## src/rtl/eth_encap_tx_sched.sv

```systemverilog
// eth_encap_tx_sched: weighted-priority TX scheduler for TLP/CMD/CFG
// sources, with one grant in flight and an optional inter-packet gap.
// Ports: eth_clk, eth_rst_n (async, active-low), enable,
//   req_tlp/req_cmd/req_cfg, grant_valid, grant {cfg,cmd,tlp},
//   grant_ready, pkt_done, busy, err_unexp_done,
//   stat_tlp_pkts/stat_cmd_pkts/stat_cfg_pkts (TX_SCHED_STATS_EN only).
// Params: TLP_WEIGHT (1..15), IFG_CYCLES (0..255), CNT_W.
module eth_encap_tx_sched #(
  parameter int TLP_WEIGHT = 4,
  parameter int IFG_CYCLES = 0,
  parameter int CNT_W      = 32
) (
  input  logic             eth_clk,
  input  logic             eth_rst_n,
  input  logic             enable,
  input  logic             req_tlp,
  input  logic             req_cmd,
  input  logic             req_cfg,
  output logic             grant_valid,
  output logic [2:0]       grant,
  input  logic             grant_ready,
  input  logic             pkt_done,
  output logic             busy,
  output logic             err_unexp_done
`ifdef TX_SCHED_STATS_EN
  ,
  output logic [CNT_W-1:0] stat_tlp_pkts,
  output logic [CNT_W-1:0] stat_cmd_pkts,
  output logic [CNT_W-1:0] stat_cfg_pkts
`endif
);

  localparam logic [3:0] WGT = 4'(TLP_WEIGHT);
  localparam logic [7:0] IFG = 8'(IFG_CYCLES);

  typedef enum logic [1:0] {
    S_IDLE,
    S_OFFER,
    S_BUSY,
    S_GAP
  } state_e;

  state_e     state_q, state_d;
  logic [2:0] grant_q, grant_d;
  logic [3:0] tlp_run_q, tlp_run_d;
  logic       ctl_last_q, ctl_last_d;
  logic [7:0] gap_q, gap_d;
  logic       err_q, err_d;

  logic       any_req;
  logic       ctl_req;
  logic       start;
  logic       hs;
  logic       done_ok;
  logic [2:0] sel;

  assign ctl_req = req_cmd | req_cfg;
  assign any_req = req_tlp | ctl_req;
  assign start   = (state_q == S_IDLE) & enable & any_req;
  assign hs      = (state_q == S_OFFER) & grant_ready;
  assign done_ok = (state_q == S_BUSY) & pkt_done;

  // ctl_last_q: 1 = cfg served last, 0 = cmd served last
  always_comb begin
    sel = 3'b000;
    if (req_tlp && ((tlp_run_q < WGT) || !ctl_req)) begin
      sel = 3'b001;
    end else if (req_cmd && req_cfg) begin
      sel = ctl_last_q ? 3'b010 : 3'b100;
    end else if (req_cmd) begin
      sel = 3'b010;
    end else if (req_cfg) begin
      sel = 3'b100;
    end
  end

  always_ff @(posedge eth_clk or negedge eth_rst_n) begin
    if (!eth_rst_n) begin
      state_q <= S_IDLE;
    end else begin
      state_q <= state_d;
    end
  end

  always_comb begin
    state_d = state_q;
    unique case (state_q)
      S_IDLE: begin
        if (start) state_d = S_OFFER;
      end
      S_OFFER: begin
        if (grant_ready) state_d = S_BUSY;
      end
      S_BUSY: begin
        if (pkt_done) begin
          state_d = (IFG != 8'd0) ? S_GAP : S_IDLE;
        end
      end
      S_GAP: begin
        if (gap_q == IFG - 8'd1) state_d = S_IDLE;
      end
      default: state_d = S_IDLE;
    endcase
  end

  always_comb begin
    grant_valid    = (state_q == S_OFFER);
    busy           = (state_q != S_IDLE);
    grant          = grant_q;
    err_unexp_done = err_q;
  end

  always_comb begin
    grant_d = grant_q;
    if (start) begin
      grant_d = sel;
    end else if (done_ok) begin
      grant_d = 3'b000;
    end
  end

  always_comb begin
    tlp_run_d  = tlp_run_q;
    ctl_last_d = ctl_last_q;
    if (hs) begin
      if (grant_q[0]) begin
        if (tlp_run_q < WGT) tlp_run_d = tlp_run_q + 4'd1;
      end else begin
        tlp_run_d  = 4'd0;
        ctl_last_d = grant_q[2];
      end
    end
  end

  always_comb begin
    gap_d = gap_q;
    if (done_ok) begin
      gap_d = 8'd0;
    end else if (state_q == S_GAP) begin
      gap_d = gap_q + 8'd1;
    end
  end

  assign err_d = err_q | (pkt_done & (state_q != S_BUSY));

  always_ff @(posedge eth_clk or negedge eth_rst_n) begin
    if (!eth_rst_n) begin
      grant_q    <= 3'b000;
      tlp_run_q  <= 4'd0;
      ctl_last_q <= 1'b1;
      gap_q      <= 8'd0;
      err_q      <= 1'b0;
    end else begin
      grant_q    <= grant_d;
      tlp_run_q  <= tlp_run_d;
      ctl_last_q <= ctl_last_d;
      gap_q      <= gap_d;
      err_q      <= err_d;
    end
  end

`ifdef TX_SCHED_STATS_EN
  logic [CNT_W-1:0] st_tlp_q, st_tlp_d;
  logic [CNT_W-1:0] st_cmd_q, st_cmd_d;
  logic [CNT_W-1:0] st_cfg_q, st_cfg_d;

  always_comb begin
    st_tlp_d = st_tlp_q;
    st_cmd_d = st_cmd_q;
    st_cfg_d = st_cfg_q;
    if (done_ok) begin
      if (grant_q[0]) st_tlp_d = st_tlp_q + 1'b1;
      if (grant_q[1]) st_cmd_d = st_cmd_q + 1'b1;
      if (grant_q[2]) st_cfg_d = st_cfg_q + 1'b1;
    end
  end

  always_ff @(posedge eth_clk or negedge eth_rst_n) begin
    if (!eth_rst_n) begin
      st_tlp_q <= '0;
      st_cmd_q <= '0;
      st_cfg_q <= '0;
    end else begin
      st_tlp_q <= st_tlp_d;
      st_cmd_q <= st_cmd_d;
      st_cfg_q <= st_cfg_d;
    end
  end

  assign stat_tlp_pkts = st_tlp_q;
  assign stat_cmd_pkts = st_cmd_q;
  assign stat_cfg_pkts = st_cfg_q;
`endif

endmodule

```

## config.mk

```make
export PLATFORM = sky130hd
export DESIGN_NAME = eth_encap_tx_sched
export DESIGN_NICKNAME = d
export VERILOG_FILES = /design/src/rtl/eth_encap_tx_sched.sv
export SDC_FILE = /design/constraint.sdc
export NUM_CORES = 1
export LEC_CHECK = 0
export CORE_MARGIN = 2
export CORE_UTILIZATION = 45
export DETAILED_ROUTE_END_ITERATION = 7
export GPL_TIMING_DRIVEN = 0
export PLACE_DENSITY = 0.72
export SETUP_SLACK_MARGIN = 0.4
export SYNTH_ARGS = -nofsm -noshare
export SYNTH_HDL_FRONTEND = slang
export SYNTH_SLANG_ARGS = --single-unit
```

## constraint.sdc

```tcl
create_clock -name eth_clk -period 2 [get_ports eth_clk]
set_input_delay 0.6 -clock eth_clk [delete_from_list [all_inputs] [get_ports eth_clk]]
set_output_delay 0.6 -clock eth_clk [all_outputs]
set_load 0.03 [all_outputs]
```

==> results.json <==
{
  "cts_tree": "built",
  "worstSetupPathType": "reg -> out",
  "ys.flop_type": "dfrtp_1",
  "ys_async_sr_fraction": 1.00,
  "tns_ns": 0,
  "yosys-top-cells-area": "dfrtp_1, mux2i_1, nand2_1, o21ai_0, dfstp_2",
  "drive_gt1_frac": 0.200,
  "drc": 0,
  "combPwrFrac": 0.063,
  "area_delta_synth_final_pct": 24.5,
  "diodes": 0,
  "top_usage_layer": "met2",
  "layout_commonest_cell": "dfrtp_1",
  "pwr-share-clk": 0.314,
  "yosys_warnings": 0,
  "post-synth-top-area-cell": "dfrtp_1",
  "max_cap_viol_count": 0,
  "layout.cells.non_filler": 142,
  "pwr-share-seq": 0.622,
  "ant_nets": 0,
  "clkSinkCount": 19,
  "setup_violations": 0,
  "rows": 16,
  "grt_use_met1": 0.234,
  "fp.dieW_um": 49.8,
  "ios": 14,
  "grtUsageTotal": 0.184,
  "hold_viol": 0,
  "avgRoutedWirePerCell_um": 13.7,
  "slew_violations": 0,
  "relSlewSlack": 0.447,
  "gp_congestion": 0.733,
  "nNetsFinal": 126,
  "grtUsageMet2": 0.300,
  "max_slew.worst_pin.slew_ns": 0.827,
  "fin_crit_ns": 1.79,
  "required_ns": 1.40,
  "p_per_area_nw_per_um2": 530,
  "clock_latency_ns": 0.30,
  "syn-mean-instance-area_um2": 10.3,
  "coreArea_um2": 1960,
  "synth_cell_types": 34,
  "layout.cells.most_common_list": "dfrtp_1, nand2_1, o21ai_0, clkdlybuf4s50_1, buf_4",
  "fin_crit_sh": 0.897,
  "port-buffer-count": 13,
  "holdPathEnd": "err_unexp_done",
  "synth_top_area_share": 0.477,
  "grt_pass1_wl_mm": 3.45,
  "dieArea_um2": 2480,
  "holdPathStages": 1,
  "rsz0062_at_grt": "yes",
  "root_buffer": "clkbuf_4",
  "start_util": 0.482,
  "grt_max_degree": 20,
  "dp.cells": 132,
  "arrival_ns": 1.19,
  "p_switching_uw": 141,
  "r2r_slack_ns": 0.49,
  "vias": 800,
  "end_kind": "primary output",
  "die_h_um": 49.8,
  "use_met3": 0.0394,
  "cp-start-kind": "flop",
  "fin_worst_skew_ns": 0.00282,
  "crit_fanout": 3,
  "status": "complete, no violations",
  "switching_share": 0.226,
  "holdCritPathClass": "reg -> reg",
  "cts.clk_slew.worst_paths_ns": 0.10,
  "ys_ff_latch": 19,
  "min_from": "err_unexp_done",
  "grt_pass1_vias": 786,
  "syn_area_um2": 945,
  "grt_overflow": 0,
  "internal_power_uw": 482,
  "p_leak_uw": 0.000518,
  "numCtsBuffers": 3,
  "hold_slack_ns": 0.460,
  "wl_mm": 1.95,
  "synth-edff-count": 0,
  "fmax_mhz": 558,
  "total_power_uw": 623,
  "clockBufferDepth": 2,
  "dpl.hpwl_mm": 1.33,
  "drt_iter0_markers": 24,
  "ir_drop_mv": 0.358,
  "rr_endpoint": "grant[2]",
  "htree_levels": 1,
  "ff2ff_path_depth": 4,
  "antenna_found_initial": 0,
  "synthCells": 92,
  "syn_nets": 102,
  "placed_area_um2": 1110,
  "timing.rr.start": "state_q[1]",
  "vias_per_cell": 5.63,
  "dr.pass1.iters": 4,
  "ys_seq_area_frac": 0.505,
  "final_area_um2": 1180
}
metrics by stage:
stage | setup WS, ns | util
floorplan | 0.472 | -
global placement | 0.00562 | 0.565
detailed placement | -0.0225 | 0.565
CTS | 0.193 | 0.603
global route | 0.158 | 0.599
finish | 0.206 | 0.599
flip-flops by register name, indices dropped and copies added, names as in the netlist:
| signal | flops |
|---|---|
| gap_q | 8 |
| tlp_run_q | 4 |
| grant | 3 |
| state_q | 2 |
| ctl_last_q | 1 |
| err_unexp_done | 1 |
power groups by stage:
| stage | combinational [µW] | clock, µW | sequential [µW] |
|---|---|---|---|
| finish | 39.5 | 196 | 388 |
| global route | 42.7 | 223 | 389 |
| CTS | 41.0 | 206 | 388 |
| detailed placement | 41.0 | 0 | 396 |
| global placement | 40.8 | 0 | 396 |
| floorplan | 5.66 | 0 | 401 |
worst max-delay path: stages (launching register included):
cell and delay (ns):
dfrtp_1 0.39, buf_6 0.12, or2_4 0.25, buf_6 0.14
area by class of cell:
class	instances	area [µm²]
Timing Repair Buffer	19	158
Tap cell	27	33.8
Inverter	4	15.0
Multi-Input combinational cell	67	444
Clock buffer	4	26.3
Sequential cell	19	477
Buffer	2	22.5
Fill cell	187	786
cells by family (layout without fill, tap and decap cells):
family / count (synthesis) / count (layout) / share of synthesized area
compound gates: 24 / 24 / 0.179
fa+ha+maj: 2 / 2 / 0.0265
simple gates: 36 / 36 / 0.203
mux: 5 / 5 / 0.0543
buf+inv: 6 / 29 / 0.0331
flops: 19 / 19 / 0.505
synthesized netlist by cell type (all sizes together), types with 2 or more instances:
master,count
nand3b,2
a21boi,2
nand2,10
inv,4
nor2,4
ha,2
mux2i,4
a22o,2
nand4,3
a32o,2
a21oi,3
nor3,3
o21ai,7
nand3,5
o221ai,2
buf,2
dfrtp,18
nand2b,2
or3,2
worst max-delay path by stage:
stage                from  endpoint  slack [ns]  cells past startpoint
2_1_floorplan  state_q[0]  grant[1]        0.47                      4
3_3_place_gp      req_cfg  grant[2]       0.006                      4
3_5_place_dp      req_cmd  grant[1]       -0.02                      4
4_1_cts        state_q[1]      busy        0.19                      3
5_1_grt        state_q[1]      busy        0.16                      3
6_report       state_q[1]      busy        0.21                      3
layer usage:
layer	wire length [µm]	vias up
met5	0	-
met4	23	0
met3	83	4
met2	930	21
met1	908	385
li1	-	390
repair_timing:
item	in CTS	in global routing
pin swaps	2	1
hold endpoints to repair	0	0
setup buffers	6	0
endpoints found under the setup margin	9	9
hold buffers	0	0
resized for setup	29	9
Power figures use the tool's default switching activity.
